<file path="src/rtl/regop_pkg.sv">
// rtl/regop_pkg.sv - shared opcode/state types and default widths for the register-op sequencer
//
// Contents:
//   DEFAULT_DATA_W / DEFAULT_ADDR_W : default register data and address widths
//   opcode_t                        : 3-bit command opcode
//   state_t                         : sequencer FSM states
package regop_pkg;

    localparam int DEFAULT_DATA_W = 4;
    localparam int DEFAULT_ADDR_W = 2;

    typedef enum logic [2:0] {
        OP_ADD = 3'b000,
        OP_SUB = 3'b001,
        OP_AND = 3'b010,
        OP_OR  = 3'b011,
        OP_XOR = 3'b100,
        OP_LDI = 3'b101,
        OP_MOV = 3'b110,
        OP_NOP = 3'b111
    } opcode_t;

    typedef enum logic [1:0] {
        S_IDLE  = 2'b00,
        S_READ  = 2'b01,
        S_EXEC  = 2'b10,
        S_WRITE = 2'b11
    } state_t;

endpackage

</file>
<file path="src/rtl/regop_alu.sv">
// rtl/regop_alu.sv - combinational ALU for the register-op sequencer
//
// Optional feature macro: REGOP_SAT_EN (ADD saturates to all-ones, SUB clamps to 0).
//
// Ports:
//   op  : opcode
//   a   : first source operand (rs1 value)
//   b   : second source operand (rs2 value)
//   imm : immediate operand
//   y   : computed result
//   c   : carry-out for ADD, borrow for SUB, 0 for all other opcodes
module regop_alu
    import regop_pkg::*;
#(
    parameter int DATA_W = DEFAULT_DATA_W
) (
    input  opcode_t           op,
    input  logic [DATA_W-1:0] a,
    input  logic [DATA_W-1:0] b,
    input  logic [DATA_W-1:0] imm,
    output logic [DATA_W-1:0] y,
    output logic              c
);

    logic [DATA_W:0] w_sum;
    logic [DATA_W:0] w_diff;

    // One extra bit: MSB of the sum is the carry-out; MSB of the
    // zero-extended difference is set exactly when a < b (the borrow).
    assign w_sum  = {1'b0, a} + {1'b0, b};
    assign w_diff = {1'b0, a} - {1'b0, b};

    always_comb begin
        y = '0;
        c = 1'b0;
        case (op)
            OP_ADD: begin
                c = w_sum[DATA_W];
`ifdef REGOP_SAT_EN
                y = w_sum[DATA_W] ? '1 : w_sum[DATA_W-1:0];
`else
                y = w_sum[DATA_W-1:0];
`endif
            end
            OP_SUB: begin
                c = w_diff[DATA_W];
`ifdef REGOP_SAT_EN
                y = w_diff[DATA_W] ? '0 : w_diff[DATA_W-1:0];
`else
                y = w_diff[DATA_W-1:0];
`endif
            end
            OP_AND: y = a & b;
            OP_OR:  y = a | b;
            OP_XOR: y = a ^ b;
            OP_LDI: y = imm;
            OP_MOV: y = a;
            OP_NOP: y = '0;
        endcase
    end

endmodule

</file>
<file path="src/rtl/regop_sequencer.sv">
// rtl/regop_sequencer.sv - fixed-latency IDLE/READ/EXEC/WRITE register-op command sequencer
//
// Optional feature macro: REGOP_SAT_EN (passed through to regop_alu).
//
// Ports:
//   clk, reset                 : clock, synchronous active-high reset
//   cmd_valid / cmd_ready      : command handshake
//   cmd_op, cmd_rd, cmd_rs1,
//   cmd_rs2, cmd_imm           : command fields
//   rf_read_addr1/2            : register file read addresses (driven in READ, held otherwise)
//   rf_read_data1/2            : combinational register file read data
//   rf_we, rf_write_addr,
//   rf_write_data              : register file write port (active in WRITE only)
//   done                       : one-cycle completion pulse in WRITE
//   result, carry              : last computed value and its carry/borrow
module regop_sequencer
    import regop_pkg::*;
#(
    parameter int DATA_W = DEFAULT_DATA_W,
    parameter int ADDR_W = DEFAULT_ADDR_W
) (
    input  logic              clk,
    input  logic              reset,
    input  logic              cmd_valid,
    output logic              cmd_ready,
    input  logic [2:0]        cmd_op,
    input  logic [ADDR_W-1:0] cmd_rd,
    input  logic [ADDR_W-1:0] cmd_rs1,
    input  logic [ADDR_W-1:0] cmd_rs2,
    input  logic [DATA_W-1:0] cmd_imm,
    output logic [ADDR_W-1:0] rf_read_addr1,
    output logic [ADDR_W-1:0] rf_read_addr2,
    input  logic [DATA_W-1:0] rf_read_data1,
    input  logic [DATA_W-1:0] rf_read_data2,
    output logic              rf_we,
    output logic [ADDR_W-1:0] rf_write_addr,
    output logic [DATA_W-1:0] rf_write_data,
    output logic              done,
    output logic [DATA_W-1:0] result,
    output logic              carry
);

    state_t            r_state;
    state_t            w_state_nxt;
    opcode_t           r_op;
    logic [ADDR_W-1:0] r_rd;
    logic [ADDR_W-1:0] r_raddr1;
    logic [ADDR_W-1:0] r_raddr2;
    logic [DATA_W-1:0] r_imm;
    logic [DATA_W-1:0] r_a;
    logic [DATA_W-1:0] r_b;
    logic [DATA_W-1:0] r_result;
    logic              r_carry;

    logic              w_cmd_ready;
    logic              w_accept;
    logic              w_rf_we;
    logic              w_done;
    logic [DATA_W-1:0] w_alu_y;
    logic              w_alu_c;

    // Next state and handshake/strobe outputs. Strobes are gated with reset
    // so that a reset landing in WRITE cannot complete the write on that edge.
    always_comb begin
        w_state_nxt = r_state;
        w_cmd_ready = 1'b0;
        w_rf_we     = 1'b0;
        w_done      = 1'b0;
        case (r_state)
            S_IDLE: begin
                w_cmd_ready = !reset;
                if (cmd_valid) begin
                    w_state_nxt = S_READ;
                end
            end
            S_READ: begin
                w_state_nxt = S_EXEC;
            end
            S_EXEC: begin
                w_state_nxt = S_WRITE;
            end
            S_WRITE: begin
                w_done      = !reset;
                w_rf_we     = !reset && (r_op != OP_NOP);
                w_state_nxt = S_IDLE;
            end
            default: begin
                w_state_nxt = S_IDLE;
            end
        endcase
    end

    assign w_accept = cmd_valid && w_cmd_ready;

    always_ff @(posedge clk) begin
        if (reset) begin
            r_state <= S_IDLE;
        end else begin
            r_state <= w_state_nxt;
        end
    end

    // Datapath. rs1/rs2 are latched straight into the read-address registers:
    // they become visible in READ and hold until the next accept.
    always_ff @(posedge clk) begin
        if (reset) begin
            r_op     <= OP_NOP;
            r_rd     <= '0;
            r_raddr1 <= '0;
            r_raddr2 <= '0;
            r_imm    <= '0;
            r_a      <= '0;
            r_b      <= '0;
            r_result <= '0;
            r_carry  <= 1'b0;
        end else begin
            if (w_accept) begin
                r_op     <= opcode_t'(cmd_op);
                r_rd     <= cmd_rd;
                r_raddr1 <= cmd_rs1;
                r_raddr2 <= cmd_rs2;
                r_imm    <= cmd_imm;
            end
            if (r_state == S_READ) begin
                r_a <= rf_read_data1;
                r_b <= rf_read_data2;
            end
            // NOP leaves the previous result and carry untouched.
            if ((r_state == S_EXEC) && (r_op != OP_NOP)) begin
                r_result <= w_alu_y;
                r_carry  <= w_alu_c;
            end
        end
    end

    regop_alu #(
        .DATA_W (DATA_W)
    ) u_alu (
        .op  (r_op),
        .a   (r_a),
        .b   (r_b),
        .imm (r_imm),
        .y   (w_alu_y),
        .c   (w_alu_c)
    );

    // Registered values are forced to zero for the whole reset cycle, not only
    // after the reset edge.
    assign cmd_ready     = w_cmd_ready;
    assign rf_we         = w_rf_we;
    assign done          = w_done;
    assign rf_read_addr1 = reset ? '0 : r_raddr1;
    assign rf_read_addr2 = reset ? '0 : r_raddr2;
    assign rf_write_addr = reset ? '0 : r_rd;
    assign rf_write_data = reset ? '0 : r_result;
    assign result        = reset ? '0 : r_result;
    assign carry         = reset ? 1'b0 : r_carry;

endmodule

</file>
<file path="config.mk">
export PLATFORM = sky130hd
export DESIGN_NAME = regop_sequencer
export DESIGN_NICKNAME = d
export VERILOG_FILES = /design/src/rtl/regop_pkg.sv /design/src/rtl/regop_alu.sv /design/src/rtl/regop_sequencer.sv
export SDC_FILE = /design/constraint.sdc
export NUM_CORES = 1
export LEC_CHECK = 0
export BUFFER_PORTS_ARGS = -buffer_cell sky130_fd_sc_hd__clkbuf_2
export CORE_MARGIN = 2
export CORE_UTILIZATION = 58
export CTS_BUF_LIST = sky130_fd_sc_hd__clkbuf_4 sky130_fd_sc_hd__clkbuf_8
export DETAILED_ROUTE_END_ITERATION = 6
export HOLD_SLACK_MARGIN = 0.05
export MAX_ROUTING_LAYER = met4
export PLACE_DENSITY = 0.85
export SKIP_CTS_REPAIR_TIMING = 1
export SYNTH_ARGS = -nofsm -noshare
export SYNTH_HDL_FRONTEND = slang
export SYNTH_SLANG_ARGS = --single-unit
</file>
<file path="constraint.sdc">
create_clock -name clk -period 5.15 [get_ports clk]
set_input_delay 0.7725 -clock clk [delete_from_list [all_inputs] [get_ports clk]]
set_output_delay 0.7725 -clock clk [all_outputs]
set_load 0.01 [all_outputs]
</file>
==> key figures <==
Detailed routing
  – Drt pass-1 iters: 4
  – Routed vias/inst: 5.36
  – Routed Antenna Nets: 0
  – Via count: 1436
  – Iteration-0 DRC Markers: 43
  – Routed wire length: 3270 microns
  – WL per Instance: 12.2 microns
  – Residual DRC: 0

Setup path
  – WP buf/inv: 1
  – Max FO, Critical Path: 17
  – Slowest stage delay, CP: 800 ps
  – CP endpoint kind: output port
  – CP Cell Sequence: nand3_1 > and2_1 > clkbuf_2
  – CP delay by family, top: flip-flops
  – Worst EP required: 4380 ps
  – Worst setup path class: reg2out
  – Slowest CP cell: dfxtp_1
  – Startpoint Class: register
  – CP arrival: 1810 ps

Finish
  – Area Growth Syn to Fin: 9.00%
  – Ant. Diodes: 0
  – Post-layout nets: 279
  – Area occupied by multi-input gates: 1060 sq um
  – Fraction of layout cells with a size suffix above 1: 25.1%
  – Register area: 561 sq um
  – Fillers: 262

Floorplan
  – Die width: 59.8 microns
  – DIE HEIGHT: 59.8 microns
  – Row Count: 20
  – I/O pin cnt: 42
  – Core Area: 3000 sq um
  – Initial core utilization: 60.2%
  – Die area: 3580 sq um

Place
  – Gpl congestion: 0.904
  – Port Buf Inserts: 41
  – DP Wirelength: 2470 microns

Clock tree
  – Clock sinks: 28
  – CTS tree: done
  – Clock-pin slew on the worst setup and hold paths: 160 ps
  – Worst-Skew Late Latency: 330 ps
  – Clk buf depth: 2
  – TritonCTS Buffers: 3
  – H-tree depth: 1
  – Root Buffer: clkbuf_4

Synth
  – Avg Inst Size Synth: 8.82 sq um
  – Largest cells by area after synthesis: dfxtp_1 31%, ha_1 12%, mux2i_1 5.5%
  – Seq/Total Area, Yosys: 31.0%
  – Post-synth EDFFs: 0
  – FF+latch count, synth: 28
  – Mapped cell area: 1810 sq um
  – Dominant cell type by area after synthesis: dfxtp_1
  – Synth warn: 0
  – Cell variety after synth: 46
  – Synthesized instance count: 205
  – Post-Syn Nets: 248
  – Top FF cell, synth: dfxtp_1
  – Share of the synthesized area in the top cell type: 31.0%
  – Async SR Flop Fraction: 0%

Timing
  – Post-layout min period: 2580 ps
  – Final Hold Fails: 0
  – Slew Limit Fails: 0
  – Tcrit/Tclk final: 50.1%
  – Final setup TNS: 0 ps
  – Worst-Margin Slew: 690 ps
  – Final setup viols: 0
  – Normalized max-slew margin: 54.0%
  – Max frequency: 388 MHz
  – Clk_skew: 12.4 ps
  – Unrepaired setup endpoints after global routing: no

Global routing
  – Global-route usage over all layers: 21.0%
  – First-pass GRT wire length: 5620 microns
  – Largest net degree at the start of global routing: 36
  – Gr ovfl total: 0
  – Vias in the first global route: 1281
  – Initial antenna violation count: 0

Worst hold path
  – Worst min path class: reg2reg

Run status
  – Status: finished, final reports clean

Power
  – Static Leak: 0.890 nW
  – Worst vdd ir: 0.260 mV
  – PwrDens: 410 nW/um^2
  – Power Total: 0.808 mW

Flow run
  – Max Cap Viol: 0
state kept, by name (all words and copies together), names as in the netlist:
signal    flops
r_op          3
r_imm         4
r_state       2
r_a           4
r_b           4
r_rd          2
r_raddr2      2
r_result      4
r_carry       1
r_raddr1      2
layer usage:
metal | part of all wire, % | vias to the layer above | track usage, %
li1 | - | 740 | -
met1 | 47 | 642 | 27.5
met2 | 47 | 50 | 33.4
met3 | 5.2 | 4 | 4.11
met4 | 0.95 | 0 | 4.76
met5 | 0 | - | -
layout make-up:
class                      count  share of cell area [%]
sequential                    28                    28.4
multi-input combinational    145                    54.0
inverter                      17                    3.24
timing repair buffer          41                    10.4
clock buffer                   4                    1.84
tap                           33                    2.10
worst min-delay path: stages, from the launching register on:
cell	delay [ps]
dfxtp_1	340
nand2b_1	60
o21ai_0	60
path summary, 6_finish.rpt:
kind                               start           to  slack (ps)  depth (start not counted)
worst max-delay path             r_op[0]        rf_we        2570                          3
worst min-delay path            r_imm[0]     r_imm[0]         490                          2
worst max register to register    r_a[0]  r_result[2]        3160                          9
worst min register to register  r_imm[0]     r_imm[0]         490                          2
kinds of logic (layout without fill, tap and decap cells):
group           count (synthesis)  count (layout)  share of synthesized area, %
buf+inv                        32              62                          10.2
xor+xnor                        4               4                          1.94
compound gates                 42              42                          15.3
flops                          28              28                          31.0
simple gates                   63              63                          17.7
fa+ha+maj                      19              19                          14.0
mux                            17              17                          9.90
report_power, final:
group / internal, mW / switching [mW]
logic: 0.172 / 0.188
registers: 0.267 / 0.0696
clock network: 0.0433 / 0.0666
Yosys cell counts (2+ instances only):
master	n
o21ai_1	4
and2_1	2
nand2_1	15
nor2b_1	14
clkbuf_1	2
a311oi_1	2
a21o_1	2
dfxtp_1	28
fa_1	2
nor2_1	18
xor2_1	2
nand3_1	2
a211oi_1	3
nor3_1	3
a21oi_1	5
buf_2	3
ha_1	17
inv_1	15
xnor2_1	2
inv_2	2
mux2_2	6
buf_4	5
buf_6	4
mux2i_1	10
nand2b_1	4
o21ai_0	13
cells in the final DEF (no fill, tap or decap), types with 5 or more instances in the layout:
cell / netlist / routed
clkbuf_2: 0 / 41
inv_1: 15 / 15
nor2b_1: 14 / 14
dfxtp_1: 28 / 28
mux2_2: 6 / 6
nor2_1: 18 / 18
ha_1: 17 / 17
mux2i_1: 10 / 10
a21oi_1: 5 / 5
o21ai_0: 13 / 13
nand2_1: 15 / 15
stage by stage:
step / worst slack [ps] / hold WS, ps / instances / cell area, sq um / utilization, %
6_report: 2570 / 485 / 268 / 1970 / 65.6
5_1_grt: 2460 / 513 / 268 / 1970 / 65.6
4_1_cts: 2570 / 493 / 268 / 1970 / 65.6
3_5_place_dp: 2680 / 474 / 264 / 1930 / 64.4
3_3_place_gp: 2700 / 466 / 264 / 1930 / 64.4
2_1_floorplan: 2900 / 442 / 205 / 1810 / -
Note: power is estimated with default switching activity, not from simulation.
